`src/rtl/reg_bank8_writer_pkg.sv`:
```
// Shared definitions for the 8-entry register bank write side.
package reg_bank8_writer_pkg;

  localparam int unsigned WIDTH_DEF = 10;
  localparam int unsigned NREG      = 8;
  localparam int unsigned SEL_W     = 3;

  // Encoding 2'd3 is unused and decodes as IDLE.
  typedef enum logic [1:0] {
    ST_IDLE  = 2'd0,
    ST_BURST = 2'd1,
    ST_DONE  = 2'd2
  } state_t;

endpackage

```
`src/rtl/reg_bank8_writer_dec3to8.sv`:
```
// 3-bit select plus enable to 8-bit one-hot write strobe.
module reg_bank8_writer_dec3to8
  import reg_bank8_writer_pkg::*;
(
  input  logic [SEL_W-1:0] sel,
  input  logic             en,
  output logic [NREG-1:0]  strobe_c
);

  // One-hot decode, all zero when disabled.
  always_comb begin
    strobe_c      = '0;
    if (en) begin
      strobe_c[sel] = 1'b1;
    end
  end

endmodule

```
`src/rtl/reg_bank8_writer.sv`:
```
// Write side of the 8-entry register bank: single writes by select and an
// auto-incrementing 8-word burst load behind a valid/ready handshake.
module reg_bank8_writer
  import reg_bank8_writer_pkg::*;
#(
  parameter int unsigned WIDTH = WIDTH_DEF
) (
  input  logic             clk,
  input  logic             rst,
  input  logic             in_valid,
  output logic             in_ready,
  input  logic [WIDTH-1:0] in_data,
  input  logic [SEL_W-1:0] in_sel,
  input  logic             in_burst,
  input  logic             burst_abort,
  input  logic             clear_flags,
  output logic [WIDTH-1:0] q0,
  output logic [WIDTH-1:0] q1,
  output logic [WIDTH-1:0] q2,
  output logic [WIDTH-1:0] q3,
  output logic [WIDTH-1:0] q4,
  output logic [WIDTH-1:0] q5,
  output logic [WIDTH-1:0] q6,
  output logic [WIDTH-1:0] q7,
  output logic [NREG-1:0]  written,
  output logic             busy,
  output logic             done
);

  state_t           state, state_nx;
  logic [SEL_W-1:0] ptr, ptr_nx;
  logic [SEL_W-1:0] cnt, cnt_nx;
  logic             done_nx;
  logic             wr_en;
  logic [SEL_W-1:0] wr_sel;
  logic [NREG-1:0]  strobe;
  logic             xfer;
  logic [WIDTH-1:0] regs [NREG];

  assign xfer = in_valid & in_ready;

  reg_bank8_writer_dec3to8 u_dec (
    .sel      (wr_sel),
    .en       (wr_en),
    .strobe_c (strobe)
  );

  // State, counters and the registered handshake/status outputs.
  always_ff @(posedge clk or posedge rst) begin
    if (rst) begin
      state    <= ST_IDLE;
      ptr      <= '0;
      cnt      <= '0;
      done     <= 1'b0;
      busy     <= 1'b0;
      in_ready <= 1'b1;
    end else begin
      state    <= state_nx;
      ptr      <= ptr_nx;
      cnt      <= cnt_nx;
      done     <= done_nx;
      busy     <= (state_nx != ST_IDLE);
      in_ready <= (state_nx != ST_DONE);
    end
  end

  // Next-state, pointer/count update and write steering.
  always_comb begin
    state_nx = state;
    ptr_nx   = ptr;
    cnt_nx   = cnt;
    done_nx  = 1'b0;
    wr_en    = 1'b0;
    wr_sel   = ptr;
    case (state)
      ST_IDLE: begin
        if (xfer) begin
          wr_en  = 1'b1;
          wr_sel = in_sel;
          if (in_burst) begin
            ptr_nx   = in_sel + 3'd1;
            cnt_nx   = 3'd1;
            state_nx = ST_BURST;
          end
        end
      end
      ST_BURST: begin
        if (xfer) begin
          wr_en  = 1'b1;
          wr_sel = ptr;
          ptr_nx = ptr + 3'd1;
          cnt_nx = cnt + 3'd1;
        end
        // The eighth word completing takes priority over an abort.
        if (xfer && (cnt == 3'd7)) begin
          state_nx = ST_DONE;
          done_nx  = 1'b1;
        end else if (burst_abort) begin
          state_nx = ST_IDLE;
        end
      end
      ST_DONE: begin
        state_nx = ST_IDLE;
      end
      default: begin
        state_nx = ST_IDLE;
      end
    endcase
  end

  // Holding registers: only the strobed entry loads; others hold.
  always_ff @(posedge clk or posedge rst) begin
    if (rst) begin
      for (int k = 0; k < int'(NREG); k++) begin
        regs[k] <= '0;
      end
    end else begin
      for (int k = 0; k < int'(NREG); k++) begin
        if (strobe[k]) begin
          regs[k] <= in_data;
        end
      end
    end
  end

  // Written flags: a write in the same cycle as a clear keeps its flag set.
  always_ff @(posedge clk or posedge rst) begin
    if (rst) begin
      written <= '0;
    end else begin
      written <= (clear_flags ? '0 : written) | strobe;
    end
  end

  assign q0 = regs[0];
  assign q1 = regs[1];
  assign q2 = regs[2];
  assign q3 = regs[3];
  assign q4 = regs[4];
  assign q5 = regs[5];
  assign q6 = regs[6];
  assign q7 = regs[7];

endmodule

```
`config.mk`:
```
export PLATFORM = sky130hd
export DESIGN_NAME = reg_bank8_writer
export DESIGN_NICKNAME = d
export VERILOG_FILES = /design/src/rtl/reg_bank8_writer_pkg.sv /design/src/rtl/reg_bank8_writer_dec3to8.sv /design/src/rtl/reg_bank8_writer.sv
export SDC_FILE = /design/constraint.sdc
export NUM_CORES = 1
export LEC_CHECK = 0
export CORE_MARGIN = 4
export CORE_UTILIZATION = 40
export CTS_CLUSTER_SIZE = 24
export DETAILED_ROUTE_END_ITERATION = 8
export PLACE_DENSITY_LB_ADDON = 0.08
export RECOVER_POWER = 50
export SLEW_MARGIN = 0
export SYNTH_ARGS = -nofsm -noshare
export SYNTH_HDL_FRONTEND = slang
export SYNTH_SLANG_ARGS = --single-unit
```
`constraint.sdc`:
```
create_clock -name clk -period 9.2 [get_ports clk]
set_input_delay 1.84 -clock clk [delete_from_list [all_inputs] [get_ports clk]]
set_output_delay 1.84 -clock clk [all_outputs]
set_load 0.01 [all_outputs]
```
==> run summary <==
The largest single stage delay on the critical path is 660 ps. Across every metal layer, demand over resource in global routing totals 16.5%. The count of input and output buffers was 109. The clock period minus worst slack is 4020 ps. In this run the critical register-to-register path is launched from in_ready$_DFF_PP1_. The die width came out at 111 µm. The count of cells resized by post-cts repair was 0; the DRC marker count from the first detailed-route iteration was 99.

The initial utilization of the core area, before any placement, comes to 41.2%. The tools report the total inserted antenna cells as 0. The setup slack of the worst register-to-register path is 6740 ps, and the post-cts hold buffer count is 0.

At the end of routability-driven placement, the weighted congestion stood at 0.772. The count of warnings emitted by yosys came out at 0. The worst-path cell with the longest stage delay is sky130_fd_sc_hd__dlygate4sd3_1. For the post-CTS setup buffer count, the log shows 0.

After detailed placement, the design holds a cell count of 512. The cell sitting at the root of the clock tree is a sky130_fd_sc_hd__clkbuf_8. Final-report max-slew violation count: 0. Row count: 37. The worst IR drop on VDD came out at 0.000120 V.

The fraction of the cycle the final worst path needs is 43.7%, and the clock-pin slew on the worst setup and hold paths is 90 ps. The flow ran to the end, and the final reports show no timing, DRC or antenna violations. Synthesis handed over a netlist of 278 instances. In this run the cell area of the synthesized design comes to 0.00427 mm².

The critical path buffer and inverter count was 1. Once detailed placement completed, the half-perimeter wirelength came to 6690 µm. Capture endpoint of the worst hold path: cnt[1]$_DFFE_PP0P_.

The count of maximum capacitance violations is 0. Share of the synthesized area in the top cell type: 57.4%. Setup total negative slack on the finished layout was measured at 0 ps. In the final design database the tool counted 409 nets. The number of endpoints with negative hold slack in the final report came out at 0.

The maximum level of the CTS H-tree is 3, and the via count of the routed design is 2,576. The commonest cells after synthesis are sky130_fd_sc_hd__dfrtp_1 (98), sky130_fd_sc_hd__mux2_4 (72), sky130_fd_sc_hd__nand2_1 (22), sky130_fd_sc_hd__inv_1 (10). The count of fill cells added during filler insertion was 894; the worst path arrival time was 4260 ps.

Yosys attributes the largest share of cell area to sky130_fd_sc_hd__dfrtp_1 (57%), sky130_fd_sc_hd__mux2_4 (25%), sky130_fd_sc_hd__buf_6 (2.4%), sky130_fd_sc_hd__mux2_1 (2.4%), sky130_fd_sc_hd__nand2_1 (1.9%). The post-detailed-route via-to-cell ratio works out to 4.88. In this run, synthesis inferred 0 flip-flops with an integrated enable.

In the post-synthesis netlist, the cell with the most instances is sky130_fd_sc_hd__dfrtp_1. For the clock buffer count from CTS, the log shows 9. Pin placement for this block handled 110 I/O pins. The kind of cell adding the most delay to the critical path was simple AND/OR/NAND/NOR gates. Summing all multi-input logic gate instances after layout gives 0.00165 mm².

In this run the most critical hold path is launched from cnt[1]$_DFFE_PP0P_. Mean instance size in the synthesized netlist: 15.4 µm². For the worst setup path, the data required time is 9430 ps. For the maximum count of clock buffers along a single path, the log shows 2.

The run gives 528 as the final standard cell count with taps included and fillers excluded. Between clock sinks in the finished design, the worst skew comes to 9.13 ps. The vertical extent of the die was 111 µm; the worst slew margin relative to its limit was 29.0%. Entering global routing, the biggest net connects 79 pins. Post-synthesis net count: 300. In this run the worst path has a maximum fanout of 11.

For the number of distinct library cells after synthesis, the log shows 30. Counting instances, the worst hold path has a depth of 2. The total overflow left after global routing is 0. Setup violations remaining at the end of the flow were counted as 0. For the worst-skew pair, the clock arrives at the later sink with an insertion delay of 350 ps. The classification of the worst-slack hold path is register to register. The critical register-to-register path endpoint is q6[9]$_DFFE_PP0P_.

The analysis attributes to cell leakage a power of 2.74 nW. The tools report the number of global-route vias before repair as 2,691. In this run, synthesis produced a sequential element count of 99. The area growth from synthesis to layout came out at 32.0%. The die covers 0.0124 mm². TritonCTS built the clock tree.

Sequential elements use 58.0% of the synthesized area. Average routed wire per standard cell: 18.9 µm. After detailed routing, the number of remaining DRC violations is 0. The category of the critical setup timing path was input pin to register. Walking the worst path, the cells encountered are dlygate4sd3_1, and4bb_1, mux2i_1, nand2_1, mux2_1. The area of the placeable core was 0.0104 mm². Predominant post-synthesis flop cell: sky130_fd_sc_hd__dfrtp_1. For this run, asynchronously set or reset flops after synthesis account for 100%. Detailed-route wire length: 9960 µm. Registers take 0.00248 mm². The largest total area in the synthesized netlist belongs to sky130_fd_sc_hd__dfrtp_1. Measured in cells, the most critical reg-to-reg path has a length of 4. The initial antenna violation count came out at 0.

The clock sink total is 99, and the remaining antenna violation count after routing is 0. Dividing total power by cell area gives a power density of 318 mW/mm². Before antenna repair, the detailed router went through 4 iterations.

Endpoint type of the worst setup path: a register. Static timing analysis puts the maximum clock frequency at 248 MHz. STA classifies the critical path startpoint as an input pin. Cells with a size suffix above 1 make up 24.2% of the layout. For the pin with the worst max-slew slack, the measured transition is 1060 ps.

Setup repair after global routing left no endpoint under its margin. The first global-routing pass estimated 15,900 µm of wire.
==> area by class of cell <==
class / instances / share of cell area [%]
well taps: 136 / 3.02
flip-flops and latches: 99 / 43.9
clock buffers: 11 / 2.51
inverters: 10 / 0.688
multi-input cells: 157 / 29.3
clock inverters: 5 / 1.06
repair buffers: 110 / 19.5
==> flip-flops by register name, summed over array words and instances, names as in the netlist, 10 cells and up <==
signal,cells
q3,10
q6,10
q1,10
q2,10
q0,10
q4,10
q7,10
q5,10
==> per-layer routing <==
metal,vias up,track usage [%],routed length (µm)
met3,11,3.42,684
met2,91,25.0,4500
li1,1184,-,-
met4,0,5.11,124
met5,-,0,0
met1,1290,23.9,4650
==> metrics by stage <==
stage	hold WS, ps	util (%)	setup WS (ps)	area [µm²]	total power, W
4_1_cts	486	54.4	5230	5640	0.00190
6_report	482	54.4	5180	5640	0.00179
3_5_place_dp	463	52.5	4850	5440	0.00161
2_1_floorplan	443	-	4770	4270	0.00114
3_3_place_gp	453	52.5	4900	5440	0.00160
5_1_grt	524	54.4	5060	5640	0.00190
==> cells by family (layout without fill, tap and decap cells) <==
| kind of cell | after synthesis | after routing | synth area share, % |
|---|---|---|---|
| DFF | 99 | 99 | 58.0 |
| muxes | 88 | 88 | 29.4 |
| and+or+nand+nor | 49 | 49 | 5.74 |
| buffers and inverters | 22 | 136 | 3.60 |
| AOI/OAI and AO/OA | 17 | 17 | 2.34 |
| adders and majority gates | 3 | 3 | 0.879 |
==> how the worst max path moves through the flow <==
| stage | from | end | depth (start not counted) | slack, ps |
|---|---|---|---|---|
| finish | in_valid | q6[9]$_DFFE_PP0P_ | 5 | 5180 |
| global route | in_valid | q7[9]$_DFFE_PP0P_ | 5 | 5060 |
| CTS | in_valid | q5[9]$_DFFE_PP0P_ | 5 | 5230 |
| detailed placement | in_valid | q5[9]$_DFFE_PP0P_ | 5 | 4850 |
| global placement | in_valid | q3[9]$_DFFE_PP0P_ | 5 | 4900 |
| floorplan | rst | busy$_DFF_PP0_ | 1 | 4770 |
==> cell usage in the layout (no fill, tap or decap), types with 2 or more instances in the layout <==
master,n
sky130_fd_sc_hd__a21o_1,2
sky130_fd_sc_hd__a21oi_1,4
sky130_fd_sc_hd__clkbuf_8,10
sky130_fd_sc_hd__clkdlybuf4s50_1,16
sky130_fd_sc_hd__dfrtp_1,98
sky130_fd_sc_hd__dlygate4sd3_1,93
sky130_fd_sc_hd__ha_1,3
sky130_fd_sc_hd__inv_1,9
sky130_fd_sc_hd__mux2_1,9
sky130_fd_sc_hd__mux2_4,72
sky130_fd_sc_hd__mux2i_1,5
sky130_fd_sc_hd__nand2_1,22
sky130_fd_sc_hd__nand2b_1,7
sky130_fd_sc_hd__nand3_1,3
sky130_fd_sc_hd__nor2_1,8
sky130_fd_sc_hd__nor3_4,2
sky130_fd_sc_hd__o21ai_1,8
==> report_power, final <==
part,switching [W],internal (W),leakage (nW)
Sequential,0.000124,0.000626,1.21
Combinational,0.000272,0.000487,1.44
Clock,0.000150,0.000134,0.0999
==> tightest hold or removal path, delay by kind of cell, from the launching register on <==
family / cells / cell delay [ps]
flip-flops: 1 / 360
AND/OR/NAND/NOR: 2 / 100
No activity file was read; power rests on OpenSTA's default activity.
